[config.mk]
export PLATFORM = sky130hd
export DESIGN_NAME = seq_restoring_divider
export DESIGN_NICKNAME = d
export VERILOG_FILES = /design/src/rtl/seq_restoring_divider.sv
export SDC_FILE = /design/constraint.sdc
export NUM_CORES = 1
export LEC_CHECK = 0
export ABC_CLOCK_PERIOD_IN_PS = 12400
export CORE_MARGIN = 5
export CORE_UTILIZATION = 40
export DETAILED_ROUTE_END_ITERATION = 10
export DONT_BUFFER_PORTS = 1
export SLEW_MARGIN = 20
export SYNTH_ARGS = -nofsm -noshare
export SYNTH_HDL_FRONTEND = slang
export SYNTH_SLANG_ARGS = --single-unit
[constraint.sdc]
create_clock -name i_clk -period 12.4 [get_ports i_clk]
set_clock_uncertainty 0.15 [all_clocks]
set_input_delay 2.48 -clock i_clk [delete_from_list [all_inputs] [get_ports i_clk]]
set_output_delay 2.48 -clock i_clk [all_outputs]
set_load 0.005 [all_outputs]
[src/rtl/seq_restoring_divider.sv]
// seq_restoring_divider: multi-cycle restoring divider built around one carry_lookahead_adder
//
// Ports:
//   i_clk          clock, all state changes on the rising edge
//   i_rst_n        asynchronous reset, active-low
//   i_start        request to divide, sampled only in IDLE
//   i_dividend     dividend, captured in the accepted start cycle
//   i_divisor      divisor, captured in the accepted start cycle
//   o_busy         high while in RUN
//   o_done         single-cycle pulse, results valid in that cycle
//   o_quotient     quotient, held until a new result is produced
//   o_remainder    remainder, held until a new result is produced
//   o_div_by_zero  set with o_done when the divisor was zero
//
// Build option: define DIV_SIGNED_EN for two's complement operands
// (magnitude division plus one SIGN cycle, latency bits+2).

module carry_lookahead_adder #(
    parameter int width = 9
) (
    input  logic [width-1:0] i_a,
    input  logic [width-1:0] i_b,
    input  logic             i_cin,
    output logic [width-1:0] o_sum,
    output logic             o_cout
);
    logic [width-1:0] w_g;
    logic [width-1:0] w_p;
    logic [width:0]   w_c;
    assign w_g = i_a & i_b;
    assign w_p = i_a ^ i_b;
    always_comb begin
        w_c    = '0;
        w_c[0] = i_cin;
        for (int k = 0; k < width; k++) begin
            w_c[k+1] = w_g[k] | (w_p[k] & w_c[k]);
        end
    end
    assign o_sum  = w_p ^ w_c[width-1:0];
    assign o_cout = w_c[width];
endmodule

module seq_restoring_divider #(
    parameter int bits = 8
) (
    input  logic            i_clk,
    input  logic            i_rst_n,
    input  logic            i_start,
    input  logic [bits-1:0] i_dividend,
    input  logic [bits-1:0] i_divisor,
    output logic            o_busy,
    output logic            o_done,
    output logic [bits-1:0] o_quotient,
    output logic [bits-1:0] o_remainder,
    output logic            o_div_by_zero
);
    localparam int CW = $clog2(bits);
    typedef enum logic [1:0] {S_IDLE, S_RUN, S_DONE, S_SIGN} state_t;
`ifdef DIV_SIGNED_EN
    localparam state_t S_AFTER_RUN = S_SIGN;
`else
    localparam state_t S_AFTER_RUN = S_DONE;
`endif
    state_t          r_state, w_state_nx;
    logic [bits-1:0] r_q, r_r, r_d, r_quo, r_rem;
    logic [CW-1:0]   r_cnt;
    logic            r_dbz;
    logic            w_accept, w_zero, w_last, w_cout, w_nb;
    logic [bits:0]   w_rs, w_t;
    logic [bits-1:0] w_q_nx, w_r_nx, w_dvd, w_dvs, w_zq;

    assign w_accept = (r_state == S_IDLE) && i_start;
    assign w_zero   = (i_divisor == '0);
    assign w_last   = (r_cnt == CW'(bits - 1));
    assign w_rs     = {r_r, r_q[bits-1]};

    // trial subtraction R_shifted - D; cout is the no-borrow flag
    carry_lookahead_adder #(.width(bits + 1)) u_cla (
        .i_a   (w_rs),
        .i_b   (~{1'b0, r_d}),
        .i_cin (1'b1),
        .o_sum (w_t),
        .o_cout(w_cout)
    );

    // with no borrow the difference is below D, so its top bit is always clear
    assign w_nb   = w_cout & ~w_t[bits];
    assign w_r_nx = w_nb ? w_t[bits-1:0] : w_rs[bits-1:0];
    assign w_q_nx = {r_q[bits-2:0], w_nb};

`ifdef DIV_SIGNED_EN
    logic r_neg_q, r_neg_r;
    assign w_dvd = i_dividend[bits-1] ? -i_dividend : i_dividend;
    assign w_dvs = i_divisor[bits-1] ? -i_divisor : i_divisor;
    assign w_zq  = i_dividend[bits-1] ? bits'(1) : '1;
`else
    assign w_dvd = i_dividend;
    assign w_dvs = i_divisor;
    assign w_zq  = '1;
`endif

    always_ff @(posedge i_clk or negedge i_rst_n) begin
        if (!i_rst_n) r_state <= S_IDLE;
        else          r_state <= w_state_nx;
    end

    always_comb begin
        w_state_nx = r_state;
        case (r_state)
            S_IDLE:  w_state_nx = w_accept ? (w_zero ? S_DONE : S_RUN) : S_IDLE;
            S_RUN:   w_state_nx = w_last ? S_AFTER_RUN : S_RUN;
            S_SIGN:  w_state_nx = S_DONE;
            default: w_state_nx = S_IDLE;
        endcase
    end

    always_comb begin
        o_busy = (r_state == S_RUN);
        o_done = (r_state == S_DONE);
    end

    always_ff @(posedge i_clk or negedge i_rst_n) begin
        if (!i_rst_n) begin
            r_q   <= '0;
            r_r   <= '0;
            r_d   <= '0;
            r_cnt <= '0;
            r_quo <= '0;
            r_rem <= '0;
            r_dbz <= 1'b0;
`ifdef DIV_SIGNED_EN
            r_neg_q <= 1'b0;
            r_neg_r <= 1'b0;
`endif
        end else begin
            if (w_accept) begin
                r_q   <= w_dvd;
                r_r   <= '0;
                r_d   <= w_dvs;
                r_cnt <= '0;
`ifdef DIV_SIGNED_EN
                r_neg_q <= i_dividend[bits-1] ^ i_divisor[bits-1];
                r_neg_r <= i_dividend[bits-1];
`endif
            end else if (r_state == S_RUN) begin
                r_q   <= w_q_nx;
                r_r   <= w_r_nx;
                r_cnt <= r_cnt + 1'b1;
            end
            // results are loaded on the edge entering DONE so they are valid with o_done
            if (w_accept && w_zero) begin
                r_quo <= w_zq;
                r_rem <= i_dividend;
                r_dbz <= 1'b1;
`ifdef DIV_SIGNED_EN
            end else if (r_state == S_SIGN) begin
                r_quo <= r_neg_q ? -r_q : r_q;
                r_rem <= r_neg_r ? -r_r : r_r;
                r_dbz <= 1'b0;
`else
            end else if (r_state == S_RUN && w_last) begin
                r_quo <= w_q_nx;
                r_rem <= w_r_nx;
                r_dbz <= 1'b0;
`endif
            end
        end
    end

    assign o_quotient    = r_quo;
    assign o_remainder   = r_rem;
    assign o_div_by_zero = r_dbz;
endmodule

### Word-level counts from Yosys, hierarchy flattened

Cells that the tools add are included.

* flip-flop bits (word level): 46
* bits of input ports: 19
* word-level logic and storage cells: 60
* output and inout bits: 19

* add/sub/neg operators: 1
* bitwise logic cells: 23
* eq/ne operators: 4
* reduce and logical (&&, ||, !) cells: 7
* multiplexer cells: 17

Operators by type and width (number)
* $mux W8: 9
* $xor A9 B9 Y9: 2
* $and A1 B1 Y1: 9
* $and A9 B9 Y9: 1
* $not A8 Y9: 1
* $or A1 B1 Y1: 9
* $logic_not A8 Y1: 1
* $mux W2: 3
* $mux W3: 2
* $pmux W2 S3: 1
* $eq A2 B2 Y1 const B: 2
* $reduce_bool A2 Y1: 2
* $add A3 B1 Y3 const B: 1
* $eq A3 B3 Y1 const B: 1
* $logic_and A1 B1 Y1: 3
* $eq A2 B1 Y1 const B: 1
* $logic_not A2 Y1: 1
* $mux W1: 2
* $not A1 Y1: 1

### Longest topological paths before layout

Gate-level depths: netlist (run 1).

* word-level depth: 23
* mapped depth: 14
* gate-level depth less buffers: 14

### Cells and area by module

Synthesis (run 1) repeated with hierarchy kept, for this count alone.

* cell total of the unflattened synthesis: 234
* area, all modules: 2336.0 µm²

Modules (own cells, without submodules)
* seq_restoring_divider: instances 1, seq. area each 1151.1 µm², area an instance 2118.3 µm², cells each 215
* carry_lookahead_adder: instances 1, seq. area each 0.0 µm², area an instance 217.7 µm², cells each 19

### Worst setup path after synthesis (run 1)

Ideal clock, no wire load.

* kind: register to register
* start point: reg r_q[7]
* end point: reg r_rem[6] (netlist: o_remainder[6])
* path buffers: 0
* stages on the path, launching flop included: 15
* period minus slack after synthesis: 4.083 ns
* slack: 8.317 ns
* library setup time: 0.089 ns
* data required time: 12.161 ns
* arrival: 3.845 ns
* cells stage by stage: dfrtp_1 inv_1 ha_1 inv_1 fa_1 fa_1 fa_1 fa_1 fa_1 inv_1 fa_1 fa_1 xor2_2 mux2_2 o221ai_2

* word-level cells in the longest chain between the ends: 22
* elaborated cells between the ends (all ways): 25
* classes of those cells: mux (3); bitwise (22)

RTL lines
* from (decl): line 65 `logic [bits-1:0] r_q, r_r, r_d, r_quo, r_rem;`
* from (signal assigned): line 137 `r_q <= w_dvd;`
* from (signal assigned): line 146 `r_q <= w_q_nx;`
* $and A9 B9 Y9 or $xor A9 B9 Y9 (tied branches): line 30, 31
* $or A1 B1 Y1 *: line 36 `w_c[k+1] = w_g[k] | (w_p[k] & w_c[k]);`
* $and A1 B1 Y1 *: line 36
* $or A1 B1 Y1 *: line 36
* $and A1 B1 Y1 *: line 36
* $or A1 B1 Y1 *: line 36
* $and A1 B1 Y1 *: line 36
* $or A1 B1 Y1 *: line 36
* [6 not listed]
* $and A1 B1 Y1: line 36
* $or A1 B1 Y1: line 36
* $and A1 B1 Y1 or $xor A9 B9 Y9 (tied branches): line 36, 39
* $or A1 B1 Y1 or $not A1 Y1 (tied branches): line 36, 87
* $and A1 B1 Y1: line 87 `assign w_nb = w_cout & ~w_t[bits];`
* $mux W8 *: line 88 `assign w_r_nx = w_nb ? w_t[bits-1:0] : w_rs[bits-1:0];`
* $mux W8 *: line 161 `end else if (r_state == S_RUN && w_last) begin`
* $mux W8 *: line 151 `if (w_accept && w_zero) begin`
* to (signal assigned): line 153 `r_rem <= i_dividend;`
* to (signal assigned): line 163 `r_rem <= w_r_nx;`
* to (decl): line 65

Mark *: on every way between the ends. The rest lies on a longest branch, timed or not. The select of a mux whose other input is x is not followed.
A chain may end at the register's enable or synchronous reset.

### Worst setup path after layout (run 1)

* start point: reg r_q[7]
* end point: reg r_rem[2] (netlist: o_remainder[2])

* word-level cells in the longest chain between the ends: 22
* elaborated cells between the ends (all ways): 25
* classes of those cells: mux (3); bitwise (22)

RTL lines (line)
* $and A9 B9 Y9 or $xor A9 B9 Y9 (tied branches): 30, 31
* $or A1 B1 Y1 *: 36
* $and A1 B1 Y1 *: 36
* $or A1 B1 Y1 *: 36
* $and A1 B1 Y1: 36
* $or A1 B1 Y1: 36
* $and A1 B1 Y1: 36
* $or A1 B1 Y1: 36
* [6 not listed]
* $and A1 B1 Y1: 36
* $or A1 B1 Y1: 36
* $and A1 B1 Y1 or $xor A9 B9 Y9 (tied branches): 36, 39
* $or A1 B1 Y1 or $not A1 Y1 (tied branches): 36, 87
* $and A1 B1 Y1: 87
* $mux W8 *: 88
* $mux W8 *: 161
* $mux W8 *: 151

Marked as above.

==> run_results.csv, run 1 <==
group,metric,value,unit
finish,area_growth,4.725,%
clocking,clkTransAtPathRegs,0.08,ns
synthesis,synth-seq-area-share,50.55,%
timing,min_period,4.496,ns
min_path,hold_path_class,"reg2reg",
power,cellLeakagePower,1.034,nW
finish,num-fill-cells,520,
finish,final_cells,263,
timing,hold_violations,0,
synthesis,syn_nets,223,
placement,hpwl,3394,um
synthesis,synthCells,194,
detailed_routing,routed_wl,4883,um
finish,nets,219,
finish,seqCellArea,1151,um2
die,pin_count,38,
timing,worst_slew_pin_slew,1.010,ns
clocking,clkLatencyLatePin,0.30,ns
worst_setup_path,crit_required,12.40,ns
clocking,numCtsBuffers,5,
clocking,clk_path_buf_depth,2,
worst_setup_path,critPathMaxFanout,10,
timing,setup_violations,0,
job,cap_violations,0,
die,core.rowCount,27,
timing,slew_violations,0,
placement,gp_congestion,0.7366,
status,outcome,"finished clean",
synthesis,synth_top_cell_by_area,"dfrtp_1",
die,die-area,7302,um2
clocking,cts_root_buf,"clkbuf_8",
finish,layout-drive-gt1-share,17.28,%
detailed_routing,drcViolationCount,0,
clocking,cts_setup_buffers,0,
detailed_routing,wire_per_inst,18.57,um
worst_setup_path,crit_arrival,4.49,ns
grt,gr-usage-all-layers,14.69,%
finish,final_cell_mix,"46 x dfrtp_1, 27 x nand2_1, 19 x inv_1, 12 x o21ai_0, 10 x nand3_1",
clocking,holdBufCountCts,0,
clocking,cts_sinks,46,
timing,relSlewSlack,32.60,%
worst_setup_path,start_kind,"flop",
synthesis,ys_ff_latch,46,
power,powerDensity,284.1,nW/um2
grt,gr-total-overflow,0,
die,die_w,85.45,um
worst_setup_path,crit_type,"reg2reg",
die,start_util,41.35,%
detailed_routing,drt_iter0_drc,112,
timing,post-route-period-util,36.26,%
clocking,post_cts_resized,0,
synthesis,synth_top_area_share,50.55,%
detailed_routing,vias,1441,
timing,rsz0062_at_grt,"false",
finish,n_antenna_cell,0,
detailed_routing,first_pass_iters,4,
placement,io_buffer_count,0,
finish,multiInputGateArea,980.9,um2
grt,grt_pass1_wl,8342,um
timing,fmax,222.4,MHz
synthesis,synth.top_cells.by_area,"dfrtp_1 51%, fa_1 6.2%, o221ai_2 5.3%",
synthesis,synth.distinct_cells,32,
synthesis,ys_warn_count,0,
placement,placed_cells,255,
clocking,ctsHtreeMaxLevel,2,
clocking,cts_tree,"done",
die,core-area,5507,um2
synthesis,avgSynthCellArea,11.74,um2
finish,layout_commonest_cell,"dfrtp_1",
timing,finalSetupTns,0,ns
worst_setup_path,endpoint_kind,"flop",
grt,grt_start_max_net_pins,47,
detailed_routing,via_per_inst,5.479,
worst_setup_path,r2r_slack,7.90,ns
synthesis,syn_area,2277,um2
die,die_h,85.45,um
grt,antenna_found_initial,0,
grt,first_global_vias,1576,
detailed_routing,detail-route-antenna-nets,0,
power,irDropWorstVdd,0.1976,mV
## registers in the layout, indices dropped and copies added, names as in the netlist
name / cells
o_quotient: 8
o_remainder: 8
r_d: 8
r_q: 8
r_r: 8
r_cnt: 3
r_state: 2
o_div_by_zero: 1
## power by group
| part | switching [mW] | internal [mW] | total, mW |
|---|---|---|---|
| sequential | 0.0555 | 0.223 | 0.278 |
| clock | 0.0503 | 0.0450 | 0.0953 |
| combinational | 0.170 | 0.134 | 0.304 |
## worst max-delay path, cell delays in order (launching register included)
cell and delay (ns):
dfrtp_1 0.39, inv_1 0.07, ha_1 0.14, inv_1 0.05, fa_1 0.37, fa_1 0.41
fa_1 0.41, fa_1 0.40, fa_1 0.37, inv_1 0.07, fa_1 0.19, fa_1 0.23
xor2_2 0.55, mux2i_1 0.39, o221ai_2 0.14
## path summary, 6_finish.rpt
| kind | cells after the start | start | end |
|---|---|---|---|
| setup / recovery | 14 | r_q[7] | o_remainder[2] |
| min in group asynchronous | 0 | i_rst_n | o_quotient[2] |
| hold reg to reg | 2 | r_q[7] | r_q[7] |
| hold / removal | 2 | r_q[7] | r_q[7] |
| setup reg to reg | 14 | r_q[7] | o_remainder[2] |
| max in group asynchronous | 0 | i_rst_n | o_remainder[0] |
## layout make-up
class                           instances  share of cell area, %
Sequential cell                        46                  48.27
Multi-Input combinational cell        118                  41.13
Tap cell                               72                  3.778
Clock buffer                            7                  3.620
Inverter                               19                  2.991
Clock inverter                          1                 0.2099
## metal layers
metal  wire [um]  track usage, %  part of all wire, %  vias up
li1            -               -                    -      675
met1        2177           19.24                   45      726
met2        2271           22.39                   47       35
met3         385           6.214                  7.9        5
met4          48           3.885                 0.98        0
met5           0               0                    0        -
## cell families (layout without fill, tap and decap cells)
kind of cell               Yosys count  in the layout  synth area share [%]
DFF                                 46             46                 50.55
xor gates and xnor gates             1              1                0.7145
AOI/OAI and AO/OA                   43             43                 16.32
adders and majority gates           10             10                 7.802
and+or+nand+nor                     53             53                 13.08
muxes                               11             11                 5.165
buffers and inverters               30             27                 6.374
## synthesized netlist by cell type
master and number:
a221o_1 1, o2bb2ai_1 1, o21ba_1 1, ha_1 3
nor2_1 1, nor2b_1 1, a22oi_1 7, xor2_2 1
o221ai_2 8, nand3b_1 1, fa_1 7, nand2_1 27
or2b_2 1, or3b_1 1, inv_1 19, nand3_1 10
nand4_1 8, buf_6 2, dfrtp_1 46, o21bai_1 1
mux2_2 6, clkbuf_1 7, o21ai_1 3, mux2i_1 5
buf_12 1, o22a_2 7, nor4_4 2, o21a_1 1
a32o_1 1, o21ai_0 12, buf_2 1, nor3b_4 1
## per-stage QoR
stage / setup WS (ns) / hold WS (ns) / util, % / instance area, um2 / total power [mW]
finish: 7.904 / 0.3340 / 43.31 / 2385 / 0.6776
CTS: 7.844 / 0.3439 / 43.31 / 2385 / 0.6897
floorplan: 8.317 / 0.2887 / - / 2277 / 0.5242
global route: 7.658 / 0.3580 / 43.31 / 2385 / 0.7453
global placement: 7.697 / 0.3238 / 41.65 / 2293 / 0.5806
detailed placement: 7.670 / 0.3244 / 41.65 / 2293 / 0.5933
(Power assumes the default switching activity.)
==> run 2, diff against run 1 <==
--- a/config.mk
+++ b/config.mk
@@ -5,7 +5,7 @@
 export SDC_FILE = /design/constraint.sdc
 export NUM_CORES = 1
 export LEC_CHECK = 0
-export ABC_CLOCK_PERIOD_IN_PS = 12400
+export ABC_CLOCK_PERIOD_IN_PS = 3800
 export CORE_MARGIN = 5
 export CORE_UTILIZATION = 40
 export DETAILED_ROUTE_END_ITERATION = 10
==> constraint.sdc (replaced) <==
create_clock -name i_clk -period 3.8 [get_ports i_clk]
set_clock_uncertainty 0.15 [all_clocks]
set_input_delay 0.76 -clock i_clk [delete_from_list [all_inputs] [get_ports i_clk]]
set_output_delay 0.76 -clock i_clk [all_outputs]
set_load 0.005 [all_outputs]
==> run 2 against run 1 <==
  * The run now ends with negative setup slack left
  * Utilization grew 2.3 points
  * Clock power grew to 3.0 times the previous value
  * Maximum frequency grew 15%
  * Worst setup slack lost 8.0 ns
  * Non-clock buffer count grew 8
  * Die area is the same
  * Via count grew 4.8%
  * Design area grew 5.2%
  * Wire length grew 6.8%
  * Register-to-register slack lost 8.0 ns
  * Clock-buffer cell count is the same
  * Sequential power grew to 3.3 times the previous value
==> run_results.csv, run 2 (synthesis gave the netlist of run 1 again) <==
group,metric,value,unit
die,die_w,85.45,um
worst_setup_path,critPathLaunch,"r_q[7]",
worst_setup_path,worst-path-buf-inv,4,
worst_setup_path,crit_type,"reg2reg",
timing,slew_violations,0,
grt,gr-usage-all-layers,15.73,%
timing,setup_violations,17,
timing,rsz0062_at_grt,"true",
worst_setup_path,critPathTopFamily,"adder cells",
min_path,hold_path_class,"in2async",
timing,worst_slew_pin_slew,0.9189,ns
worst_setup_path,crit_required,3.79,ns
worst_setup_path,crit_chain,"inv_1 > ha_1 > inv_1 > fa_2 > fa_2 > fa_2 > fa_2 > fa_2 > inv_2 > fa_2 > fa_2 > xor2_4 > buf_12 > mux2i_1 > o221ai_2",
placement,post-place-ws,-0.1423,ns
timing,fmax,255.3,MHz
power,powerDensity,956.9,nW/um2
grt,grt_pass1_wl,8811,um
status,violations,"negative setup slack",
finish,layout-drive-gt1-share,24.75,%
detailed_routing,vias,1510,
detailed_routing,detail-route-antenna-nets,0,
clocking,ctsHtreeMaxLevel,2,
detailed_routing,routed_wl,5213,um
die,core-area,5507,um2
worst_setup_path,r2r_end,"o_remainder[1]",
power,irDropWorstVdd,0.3884,mV
clocking,cts_root_buf,"clkbuf_8",
placement,placed_cells,262,
die,die_h,85.45,um
worst_setup_path,critPathMaxStageDelay,0.38,ns
timing,min_period,3.917,ns
clocking,numCtsBuffers,5,
grt,gr-total-overflow,0,
grt,first_global_vias,1623,
finish,layout_commonest_cell,"dfrtp_1",
clocking,cts_tree,"done",
detailed_routing,first_pass_iters,5,
timing,worst_slack,-0.1173,ns
detailed_routing,drcViolationCount,0,
timing,relSlewSlack,38.55,%
job,cap_violations,0,
worst_setup_path,crit_path_top_delay_cell,"dfrtp_1",
finish,nets,227,
worst_setup_path,critPathMaxFanout,9,
clocking,clkTransAtPathRegs,0.08,ns
detailed_routing,via_per_inst,5.593,
clocking,cts_setup_buffers,0,
worst_setup_path,r2r_start,"r_q[7]",
placement,gp_congestion,0.7806,
worst_setup_path,worstRegToRegCells,15,
power,cellLeakagePower,1.091,nW
detailed_routing,drt_iter0_drc,121,
worst_setup_path,crit_arrival,3.91,ns
placement,io_buffer_count,0,
timing,hold_violations,0,
detailed_routing,wire_per_inst,19.31,um
clocking,clk_path_buf_depth,2,
finish,area_growth,10.22,%
clocking,cts_sinks,46,
timing,post-route-period-util,103.1,%
die,start_util,41.35,%
die,die-area,7302,um2
worst_setup_path,path_common_cell,"fa_2",
grt,antenna_found_initial,0,
status,outcome,"finished, violations left",
grt,grt_start_max_net_pins,47,
clocking,clkLatencyLatePin,0.29,ns
worst_setup_path,r2r_slack,-0.12,ns
finish,n_antenna_cell,0,
placement,hpwl,3645,um
finish,final_cell_mix,"46 x dfrtp_1, 27 x nand2_1, 18 x inv_1, 11 x o21ai_0, 10 x nand3_1",
finish,final_cells,270,
die,pin_count,38,
worst_setup_path,start_kind,"flop",
worst_setup_path,endpoint_kind,"flop",
die,core.rowCount,27,
## run 2: timing repair
| action | 4_1_cts | 5_1_grt |
|---|---|---|
| gates cloned | 0 | 0 |
| hold buffers | 1 | 0 |
| pin swaps | 1 | 0 |
| gates resized for setup | 2 | 0 |
| hold endpoints to repair | 46 | 0 |
| endpoints found under the setup margin | 17 | 18 |
## run 2: layout make-up
| class | count | area, um2 |
|---|---|---|
| Timing Repair Buffer | 8 | 92.59 |
| Sequential cell | 46 | 1151 |
| Multi-Input combinational cell | 118 | 1028 |
| Clock buffer | 7 | 76.32 |
| Tap cell | 72 | 90.09 |
| Fill cell | 519 | 2997 |
| Inverter | 19 | 71.32 |
## run 2: routing by layer
layer | track usage (%) | vias up | share of wire [%]
li1 | - | 690 | -
met1 | 18.70 | 775 | 40
met2 | 25.64 | 40 | 50
met3 | 6.214 | 5 | 8.0
met4 | 5.899 | 0 | 1.5
met5 | 0 | - | 0
## run 2: per-stage QoR
stage	area, um2	setup TNS (ns)	hold slack (ns)	utilization (%)	power (mW)
3_3_place_gp	2399	-0.6628	0.3033	43.56	2.068
3_5_place_dp	2399	-1.755	0.3080	43.56	2.114
2_1_floorplan	2317	-0.2051	0.2887	-	1.798
4_1_cts	2510	-1.696	0.1572	45.58	2.433
5_1_grt	2510	-3.465	0.1562	45.58	2.630
6_report	2510	-1.186	0.1506	45.58	2.402
## run 2: worst reg2reg max path: cells and delay by family, from the launching register on
family,cells,cell delay [ns]
multiplexers,1,0.30
flip-flops,1,0.38
AO/OA/AOI/OAI,1,0.14
XOR/XNOR,1,0.18
adder cells (fa/ha/maj),8,2.30
buffers and inverters,4,0.33
## run 2: how the worst max path moves through the flow
stage | to | cells after the start
floorplan | o_remainder[0] | 14
global placement | o_remainder[1] | 15
detailed placement | o_remainder[0] | 15
CTS | o_remainder[0] | 15
global route | o_remainder[4] | 15
finish | o_remainder[1] | 15
## run 2: power breakdown
group,internal [mW],switching [mW]
clock,0.127,0.155
combinational,0.581,0.619
sequential,0.727,0.193
